<file path="config.mk">
export PLATFORM = sky130hd
export DESIGN_NAME = mask_readback
export DESIGN_NICKNAME = d
export VERILOG_FILES = /design/src/rtl/mask_readback.sv
export SDC_FILE = /design/constraint.sdc
export NUM_CORES = 1
export LEC_CHECK = 0
export ABC_AREA = 1
export CAP_MARGIN = 10
export CORE_AREA = 10 10 165 136
export CTS_CLUSTER_DIAMETER = 200
export DETAILED_ROUTE_END_ITERATION = 7
export DIE_AREA = 0 0 175 146
export GPL_TIMING_DRIVEN = 0
export PLACE_DENSITY = 0.92
export SYNTH_ARGS = -nofsm -noshare
export SYNTH_HDL_FRONTEND = slang
export SYNTH_SLANG_ARGS = --single-unit
</file>
<file path="constraint.sdc">
create_clock -name in_clk -period 2.11 [get_ports in_clk]
set_input_delay 0.211 -clock in_clk [delete_from_list [all_inputs] [get_ports in_clk]]
set_output_delay 0.211 -clock in_clk [all_outputs]
set_load 0.05 [all_outputs]
</file>
<file path="src/rtl/mask_readback.sv">
// mask_readback: snapshots one of several live byte masks and streams its
// bytes out, lowest index first, over a valid/ready byte channel.
module mask_readback #(
    parameter int MASK_BYTES = 8,
    parameter int NUM_MASKS  = 5
) (
    input  logic                    in_clk,
    input  logic                    in_rst,
    input  logic                    in_req,
    input  logic [7:0]              in_P0,
    input  logic [7:0]              in_P1,
    input  logic [8*MASK_BYTES-1:0] in_mask_0,
    input  logic [8*MASK_BYTES-1:0] in_mask_1,
    input  logic [8*MASK_BYTES-1:0] in_mask_2,
    input  logic [8*MASK_BYTES-1:0] in_mask_3,
    input  logic [8*MASK_BYTES-1:0] in_mask_4,
    input  logic                    in_ready,
    output logic [7:0]              out_byte,
    output logic                    out_valid,
    output logic                    out_busy,
    output logic                    out_done,
    output logic                    out_err
);

    localparam int SW = 8 * MASK_BYTES;
    localparam int CW = $clog2(MASK_BYTES + 1);

    typedef enum logic {IDLE, SEND} state_t;

    state_t        state;
    logic [SW-1:0] snap;
    logic [SW-1:0] sel;
    logic [CW-1:0] cnt;
    logic          req_ok;

    // Pick the requested mask and decide whether the request is in range.
    always_comb begin
        sel = '0;
        case (in_P0)
            8'd0:    sel = in_mask_0;
            8'd1:    sel = in_mask_1;
            8'd2:    sel = in_mask_2;
            8'd3:    sel = in_mask_3;
            8'd4:    sel = in_mask_4;
            default: sel = '0;
        endcase
        req_ok = (in_P0 < 8'(NUM_MASKS)) && (in_P1 < 8'(MASK_BYTES));
    end

    // The current byte is always the bottom of the snapshot; it only moves
    // on a handshake, so it is stable while the consumer stalls.
    assign out_byte  = snap[7:0];
    assign out_valid = (state == SEND);
    assign out_busy  = (state == SEND);

    // Control FSM: accept/reject in IDLE, shift one byte per handshake in SEND.
    always_ff @(posedge in_clk) begin
        if (in_rst) begin
            state    <= IDLE;
            snap     <= '0;
            cnt      <= '0;
            out_done <= 1'b0;
            out_err  <= 1'b0;
        end else begin
            out_done <= 1'b0;
            out_err  <= 1'b0;
            case (state)
                IDLE: begin
                    if (in_req) begin
                        if (req_ok) begin
                            // Pre-shift so the first requested byte sits at [7:0].
                            snap  <= sel >> {in_P1, 3'b000};
                            cnt   <= CW'(MASK_BYTES) - CW'(in_P1);
                            state <= SEND;
                        end else begin
                            out_err <= 1'b1;
                        end
                    end
                end
                SEND: begin
                    if (in_ready && cnt != '0) begin
                        snap <= snap >> 8;
                        cnt  <= cnt - CW'(1);
                        if (cnt == CW'(1)) begin
                            state    <= IDLE;
                            out_done <= 1'b1;
                        end
                    end
                end
                default: state <= IDLE;
            endcase
        end
    end

endmodule

</file>
==> flow_summary.toml, run 1 <==
[run_status]
outcome = "finished clean"

[setup_path]
worstPathArrival_ns = 2.32
crit_fanout = 10
critPathCaptureType = "register"
critical_path_buf_inv_count = 3
crit_family = "simple AND/OR/NAND/NOR gates"
r2r_cells = 11
cpPeakStageDelay_ns = 0.41
cp_slowest_cell = "clkdlybuf4s50_1"
startpoint_type = "input pin"
cp.required_ns = 2.34
r2r-start = "cnt[0]"
reg2reg_to = "snap[10]"
r2r_slack_ns = 0.11
cp_common_cell = "nand3_4"
path_cells = "clkdlybuf4s50_1 > nor2_2 > nand3_4 > nor3_4 > nand3_4 > nand2_8 > inv_2 > buf_6 > a21oi_1 > nand2_2 > nor2_4 > nor2_1"
crit_type = "input pin to register"

[logic_synthesis]
syn_nets = 1898
synth_cell_types = 34
syn_area_per_cell_um2 = 5.323
yosysSeqAreaShare_pct = 17.17
synthArstFlopShare_pct = 0
synth_area_um2 = 8277
synth_top_area_share_pct = 27.27
postSynthCellCount = 1555
ys_top_cells_by_area = "nand3_1 (27%), nand2_1 (21%), dfxtp_1 (17%)"
ys_ff_latch = 71
yosys_warnings = 0
synth_largest_area_cell = "nand3_1"
synth_edf_count = 0
synth_flop_cell = "dfxtp_1"

[drt]
drcViolationCount = 0
dr_wl_met3_um = 8825
num_vias = 13783
ant_nets = 0
wl_met2_um = 22780
routed.top_layer = "met5"
drt_iter0_markers = 2227
post_drt_wl_per_cell_um = 25.31
first_pass_iters = 8
vias_per_cell = 6.237
wl_um = 55930
wl_met1_um = 20790

[floorplan]
die_area_um2 = 25550
rows = 46
die_w_um = 175
start_util_pct = 42.80
num_io_pins = 352
core_um2 = 19340
fp.dieH_um = 146

[timing]
fin_skew_ns = 0.006168
period_needed_ns = 2.082
setup_viol = 0
slew_headroom_pct = 46.79
worst-slew-pin-transition_ns = 0.7981
min_period_over_period_pct = 98.70
tns_ns = 0
hold_viol_final = 0
max_freq_ghz = 0.4802
maxSlewViolCount = 0

[grt]
grt_use_total_pct = 41.00
antenna_found_initial = 4
grt_max_degree = 12
grt_first_pass_wirelength_um = 81540
grt_pass1_vias = 13109
gr-total-overflow = 0

[clocking]
clk_path_buf_depth = 2
clock_insertion_delay_worst_skew_ns = 0.34
cts-hold-fix-buffers = 0
cts-root-buf = "clkbuf_16"
cts_made_buffers = 9
clock-sinks = 71
clkSlewWorstSetupHoldPaths_ns = 0.06
cts_tree = "yes"
cts_htree_levels = 3

[min_path]
holdCritStartpoint = "in_rst"
whs_path_depth = 2
min_to = "snap[40]"
hp-class = "input pin to register"

[power_and_ir_drop]
p_per_area_nw_per_um2 = 299.3
total_leakage_power_nw = 6.070
totalPowerFinal_mw = 4.029
ir_drop_mv = 0.4071

[final_layout]
fin_cells = 2210
mostFrequentLayoutCells = "nand2_1 (442), nand3_1 (428), clkdlybuf4s50_1 (340), a21oi_1 (98), nor2_1 (83)"
nets = 2281
area_delta_synth_final_pct = 62.60
final_common_cell = "nand2_1"
drive_above_1_share_pct = 13.65

[placement]
dpl.cell_count = 2167
hpwlAfterDp_um = 44550
port_buffers = 348
gp_congestion = 1.053

[job]
drv_cap = 0
-- how the worst max path moves through the flow --
stage	cells past startpoint	startpoint	slack, ns	end
after floorplan	9	out_busy	0.24	snap[49]
after global placement	13	in_P1[5]	-0.92	snap[6]
after detailed placement	11	in_P1[5]	-0.92	snap[11]
after CTS	16	in_P0[6]	-0.02	snap[9]
after global routing	16	in_P0[0]	-0.03	snap[5]
final	12	in_P1[5]	0.03	snap[10]
-- cells in the mapped netlist, types with 3 or more instances --
cell      count
a21oi_1     106
a31oi_1      15
buf_1        11
buf_2        55
buf_4        25
buf_6         7
clkbuf_1     38
clkinv_1      3
dfxtp_1      71
ha_1          3
inv_1        49
inv_2         7
nand2_1     471
nand2_2       3
nand3_1     451
nand3b_1      3
nand4_1      14
nor2_1      111
nor2_4        6
o21ai_0      72
o21ai_1      10
o21bai_1      4
-- logic make-up after synthesis --
logic type / count (synthesis) / share of synthesized area, %
AOI/OAI and AO/OA: 212 / 13.44
xor gates and xnor gates: 2 / 0.2117
adders and majority gates: 3 / 0.4536
buffers and inverters: 196 / 11.50
DFF: 71 / 17.17
and+or+nand+nor: 1071 / 57.22
-- layout make-up --
type	instances	area, um2
antenna	4	10.01
timing repair buffer	372	3800
inverter	60	242.7
clock inverter	4	23.77
fill	1721	5881
multi-input combinational	1288	6359
buffer	136	1039
clock buffer	11	232.7
tap	264	330.3
sequential	71	1421
-- layer usage --
layer	global-route usage (%)	vias up
met4	19.34	2
met3	15.48	254
met5	0	-
met1	51.89	6276
li1	-	5999
met2	59.98	1252
-- power breakdown --
group	total (mW)	internal, mW	switching (mW)
logic	1.31	0.711	0.601
clock network	1.37	0.785	0.589
registers	1.34	1.34	0.000466
-- registers in the layout, summed over array words and instances (netlist names) --
signal,cells
snap,64
cnt,4
out_busy,1
out_done,1
out_err,1
-- through the flow --
step | hold WS, ns | utilization (%) | area [um2] | setup WS, ns
final | 0.3370 | 69.59 | 13460 | 0.02751
after global routing | 0.3463 | 69.59 | 13460 | -0.02969
after CTS | 0.3113 | 66.93 | 12940 | -0.01643
after detailed placement | 0.4574 | 62.52 | 12090 | -0.9228
after global placement | 0.4539 | 62.52 | 12090 | -0.9176
after floorplan | 0.3404 | - | 8277 | 0.2400
-- what timing repair did --
action,CTS,global route
setup endpoints to repair,68,60
resized for setup,137,117
buffers inserted,16,5
gates cloned,0,3
pin swaps,13,21
Note: power is estimated with default switching activity, not from simulation.
==> run 2: changes to the inputs <==
SKIP_LAST_GASP = 1   (was unset)
==> run 2 against run 1 <==
Sequential cell count unchanged. Wire length down 0.38%. Clock skew down 0.00092 ns. Combinational power about the same. Critical path type unchanged. Final area down 1.1%. Clock-buffer cell count unchanged. Power down 0.43%. Die area unchanged. Sequential power about the same. Largest cell class unchanged.
==> flow_summary.toml, run 2 (synthesis results as in run 1) <==
[drt]
ant_nets = 0
num_vias = 13769
post_drt_wl_per_cell_um = 25.19
wl_um = 55710
drcViolationCount = 0
drt_iter0_markers = 2392
vias_per_cell = 6.225
first_pass_iters = 8

[setup_path]
r2r-start = "out_busy"
crit_family = "buffers and inverters"
cpPeakStageDelay_ns = 0.70
cp.required_ns = 2.34
cp_slowest_cell = "clkdlybuf4s50_1"
reg2reg_to = "snap[6]"
critical_path_buf_inv_count = 3
critPathCaptureType = "register"
startpoint_type = "input pin"
r2r_cells = 9
crit_fanout = 10
worstPathArrival_ns = 2.30
path_cells = "clkdlybuf4s50_1 > clkbuf_1 > clkbuf_2 > nand3_1 > nand2_1 > a21oi_1"
r2r_slack_ns = 0.07
cp-endpoint = "snap[2]"
crit_cells = 6
crit_start = "in_P1[2]"
crit_type = "input pin to register"

[floorplan]
die_area_um2 = 25550
rows = 46
fp.dieH_um = 146
start_util_pct = 42.80
die_w_um = 175
num_io_pins = 352
core_um2 = 19340

[clocking]
clock_insertion_delay_worst_skew_ns = 0.34
cts-root-buf = "clkbuf_16"
clock-sinks = 71
cts_tree = "yes"
cts_made_buffers = 9
clk_path_buf_depth = 2
cts_htree_levels = 3
clkSlewWorstSetupHoldPaths_ns = 0.06
cts-hold-fix-buffers = 0

[final_layout]
final_common_cell = "nand2_1"
fillerInstances = 1749
area_delta_synth_final_pct = 60.82
finalInstanceArea_um2 = 13310
regMostFlops = "snap"
drive_above_1_share_pct = 12.35
nets = 2282
largest_reg_flops = 64
mostFrequentLayoutCells = "nand2_1 (449), nand3_1 (435), clkdlybuf4s50_1 (340), a21oi_1 (98), nor2_1 (89)"
largestRegisters = "snap: 64 flops, cnt: 4 flops"

[timing]
min_period_over_period_pct = 98.33
worst-slew-pin-transition_ns = 0.8229
fin_skew_ns = 0.005246
setup_viol = 0
maxSlewViolCount = 0
hold_viol_final = 0
fin_ws_ns = 0.03519
period_needed_ns = 2.075
max_freq_ghz = 0.4820
slew_headroom_pct = 45.14
rsz0062_at_grt = "true"
tns_ns = 0

[grt]
gr-total-overflow = 0
grt_max_degree = 12
grt_use_total_pct = 40.98
antenna_found_initial = 5
grt_first_pass_wirelength_um = 81420
grt_pass1_vias = 13100

[run_status]
outcome = "finished clean"

[min_path]
hp-class = "input pin to register"
holdCritStartpoint = "in_rst"

[placement]
place_area_um2 = 12090
hpwlAfterDp_um = 44550
post-place-ws_ns = -0.9228
gp_congestion = 1.053
port_buffers = 348

[power_and_ir_drop]
p_per_area_nw_per_um2 = 301.4
ir_drop_mv = 0.4092
total_leakage_power_nw = 6.054
totalPowerFinal_mw = 4.011

[job]
drv_cap = 0
[run 2: worst min-delay path by stage]
stage	end	cells after the start	slack [ns]
after floorplan	out_err	2	0.34
after global placement	snap[63]	2	0.45
after detailed placement	snap[62]	2	0.46
after CTS	snap[40]	2	0.31
after global routing	snap[40]	2	0.35
final	snap[40]	2	0.33
[run 2: layout make-up]
class | instances | area, um2 | share of cell area, %
repair buffers | 373 | 3809 | 28.61
well taps | 264 | 330.3 | 2.482
diodes | 5 | 12.51 | 0.09400
multi-input cells | 1288 | 6265 | 47.07
clock buffers | 11 | 232.7 | 1.748
inverters | 60 | 235.2 | 1.767
plain buffers | 136 | 980.9 | 7.370
flip-flops and latches | 71 | 1421 | 10.68
clock inverters | 4 | 23.77 | 0.1786
[run 2: timing repair]
item                       4_1_cts  5_1_grt
buffers inserted                16        5
pin swaps                       13       23
resized for setup              135       67
setup endpoints to repair       68       63
gates cloned                     0        4
[run 2: per-stage QoR]
step,std cells,util [%],hold slack (ns)
floorplan,1555,-,0.3404
global placement,2167,62.52,0.4539
detailed placement,2167,62.52,0.4574
CTS,2198,66.89,0.3113
global route,2212,68.83,0.3463
finish,2212,68.83,0.3309
[run 2: layer usage]
layer	wire length (um)	track usage, %
met5	19	0
met4	3278	19.34
met1	20580	52.18
met3	9074	15.12
met2	22760	59.79
[run 2: where the power goes]
part | leakage (nW) | internal [mW] | total [mW] | switching [mW]
registers | 0.572 | 1.34 | 1.34 | 0.000469
clock network | 0.129 | 0.785 | 1.37 | 0.581
logic | 5.35 | 0.706 | 1.30 | 0.596
total | 6.05 | 2.83 | 4.01 | 1.18
==> run 3: changes to the inputs <==
PLACE_DENSITY = 0.82   (was 0.92)
SKIP_CTS_REPAIR_TIMING = 1   (was unset)
==> run 3 against run 2 <==
Largest cell class unchanged. Sequential power about the same. Sequential share of layout area shrank 0.33 points. Core utilization is 2.2 points higher. Hold slack better by 0.045 ns. Clock-buffer cell count is 1 lower. Critical endpoint is now snap[30]. Critical path type unchanged. Worst setup slack got worse by 0.026 ns. Combinational power grew 4%. Via count rose by 0.62%.
==> flow_summary.toml, run 3 (synthesis results as in run 1) <==
[run_status]
outcome = "finished clean"

[timing]
fin_skew_ns = 0.003308
period_needed_ns = 2.100
min_period_over_period_pct = 99.55
hold_viol_final = 0
holdWs_ns = 0.3755
fin_ws_ns = 0.009505
max_freq_ghz = 0.4761
worst-slew-pin-transition_ns = 0.8649
slew_headroom_pct = 42.13
maxSlewViolCount = 0
setup_viol = 0
rsz0062_at_grt = "true"

[floorplan]
fp.dieH_um = 146
rows = 46
num_io_pins = 352
die_w_um = 175
start_util_pct = 42.80
core_um2 = 19340
die_area_um2 = 25550

[drt]
drt_iter0_markers = 2164
drcViolationCount = 0
post_drt_wl_per_cell_um = 25.41
wl_met2_um = 23430
vias_per_cell = 6.266
wl_met1_um = 21150
dr_wl_met3_um = 9047
wl_um = 56180
first_pass_iters = 7
routed.top_layer = "met5"
ant_nets = 0
num_vias = 13854

[setup_path]
r2r-start = "out_busy"
crit_type = "input pin to register"
crit_fanout = 10
critical_path_buf_inv_count = 5
critPathCaptureType = "register"
startpoint_type = "input pin"
path_cells = "clkdlybuf4s50_1 > nor2_2 > nand3_4 > buf_12 > nor3_4 > nand3_4 > nand2_8 > inv_4 > buf_12 > buf_8 > a21oi_4 > a21oi_1"
r2r_cells = 9
worstPathArrival_ns = 2.32
crit_family = "buffers and inverters"
r2r_slack_ns = 0.08
cp.required_ns = 2.33
cp_slowest_cell = "clkdlybuf4s50_1"
cpPeakStageDelay_ns = 0.41
reg2reg_to = "snap[5]"

[final_layout]
seqCellArea_um2 = 1421
utilization_pct = 71.00
drive_above_1_share_pct = 15.16
mostFrequentLayoutCells = "nand3_1 (426), nand2_1 (425), clkdlybuf4s50_1 (340), nor2_1 (90), a21oi_1 (81)"
finalInstanceArea_um2 = 13730
nets = 2284
largest_reg_flops = 64
regMostFlops = "snap"
area_delta_synth_final_pct = 65.88
fin_cells = 2211
final_common_cell = "nand3_1"
fillerInstances = 1660
multi_input_area_um2 = 6462
largestRegisters = "snap: 64 flops, cnt: 4 flops"

[grt]
grt_max_degree = 14
grt_pass1_vias = 12655
antenna_found_initial = 3
grt_use_total_pct = 40.17
gr-total-overflow = 0
grt_first_pass_wirelength_um = 79700

[power_and_ir_drop]
ir_drop_mv = 0.3251
p_per_area_nw_per_um2 = 308.7
total_leakage_power_nw = 6.117

[placement]
place_area_um2 = 12090
post-place-ws_ns = -1.017
gp_congestion = 1.082
port_buffers = 348
dpl.cell_count = 2167
hpwlAfterDp_um = 44790

[clocking]
cts_made_buffers = 9
clkSlewWorstSetupHoldPaths_ns = 0.06
cts_htree_levels = 3
clock-sinks = 71
cts-root-buf = "clkbuf_16"
clk_path_buf_depth = 2
cts_tree = "yes"
clock_insertion_delay_worst_skew_ns = 0.34

[job]
drv_cap = 0

[min_path]
holdCritStartpoint = "in_rst"
whs_path_depth = 2
hp-class = "input pin to register"
min_to = "snap[42]"
## run 3: cell count changes in the layout (fill, tap and decap cells not counted), moves of 9 or more
cell	change
nand2_1	-24
nand2_2	+22
a21oi_1	-17
buf_4	-17
a21oi_2	+14
buf_6	+11
buf_8	+9
nand3_1	-9
nand3_2	+9
## run 3: worst max-delay path by stage
stage,start,end,depth (start not counted)
floorplan,out_busy,snap[49],9
finish,in_P1[5],snap[30],12
global placement,in_P1[4],snap[14],11
global route,in_P1[4],snap[34],13
detailed placement,in_P1[4],snap[14],11
CTS,in_P1[4],snap[14],11
## run 3: where the power goes
part / internal (mW) / switching [mW] / total [mW]
Combinational: 0.728 / 0.620 / 1.35
Clock: 0.922 / 0.626 / 1.55
Sequential: 1.34 / 0.000503 / 1.34
## run 3: per-stage QoR
| step | total power, mW | setup TNS, ns |
|---|---|---|
| 6_report | 4.238 | 0 |
| 5_1_grt | 4.329 | -0.7020 |
| 4_1_cts | 4.059 | -22.63 |
| 3_5_place_dp | 2.555 | -42.83 |
| 3_3_place_gp | 2.549 | -42.91 |
| 2_1_floorplan | 1.711 | 0 |
## run 3: per-layer routing
metal | GRT usage (%) | vias to the layer above
li1 | - | 6001
met1 | 53.33 | 6377
met2 | 59.79 | 1263
met3 | 13.51 | 209
met4 | 12.40 | 4
met5 | 0 | -
## run 3: worst reg2reg max path: stages (launching register included)
cell	delay, ns
dfxtp_1	0.32
buf_2	0.20
nor2_2	0.26
clkbuf_1	0.44
nand2_1	0.18
nor2_4	0.19
nand2_1	0.09
nand2_2	0.09
nand2_2	0.08
a21oi_1	0.13
## run 3: area by class of cell
cell class              count  share of cell area (%)
multi-input cells        1290                   47.07
clock inverters             6                  0.5103
repair buffers            374                   27.95
plain buffers             135                   8.284
well taps                 264                   2.406
diodes                      1                 0.01823
inverters                  60                   1.741
clock buffers              10                   1.668
flip-flops and latches     71                   10.35
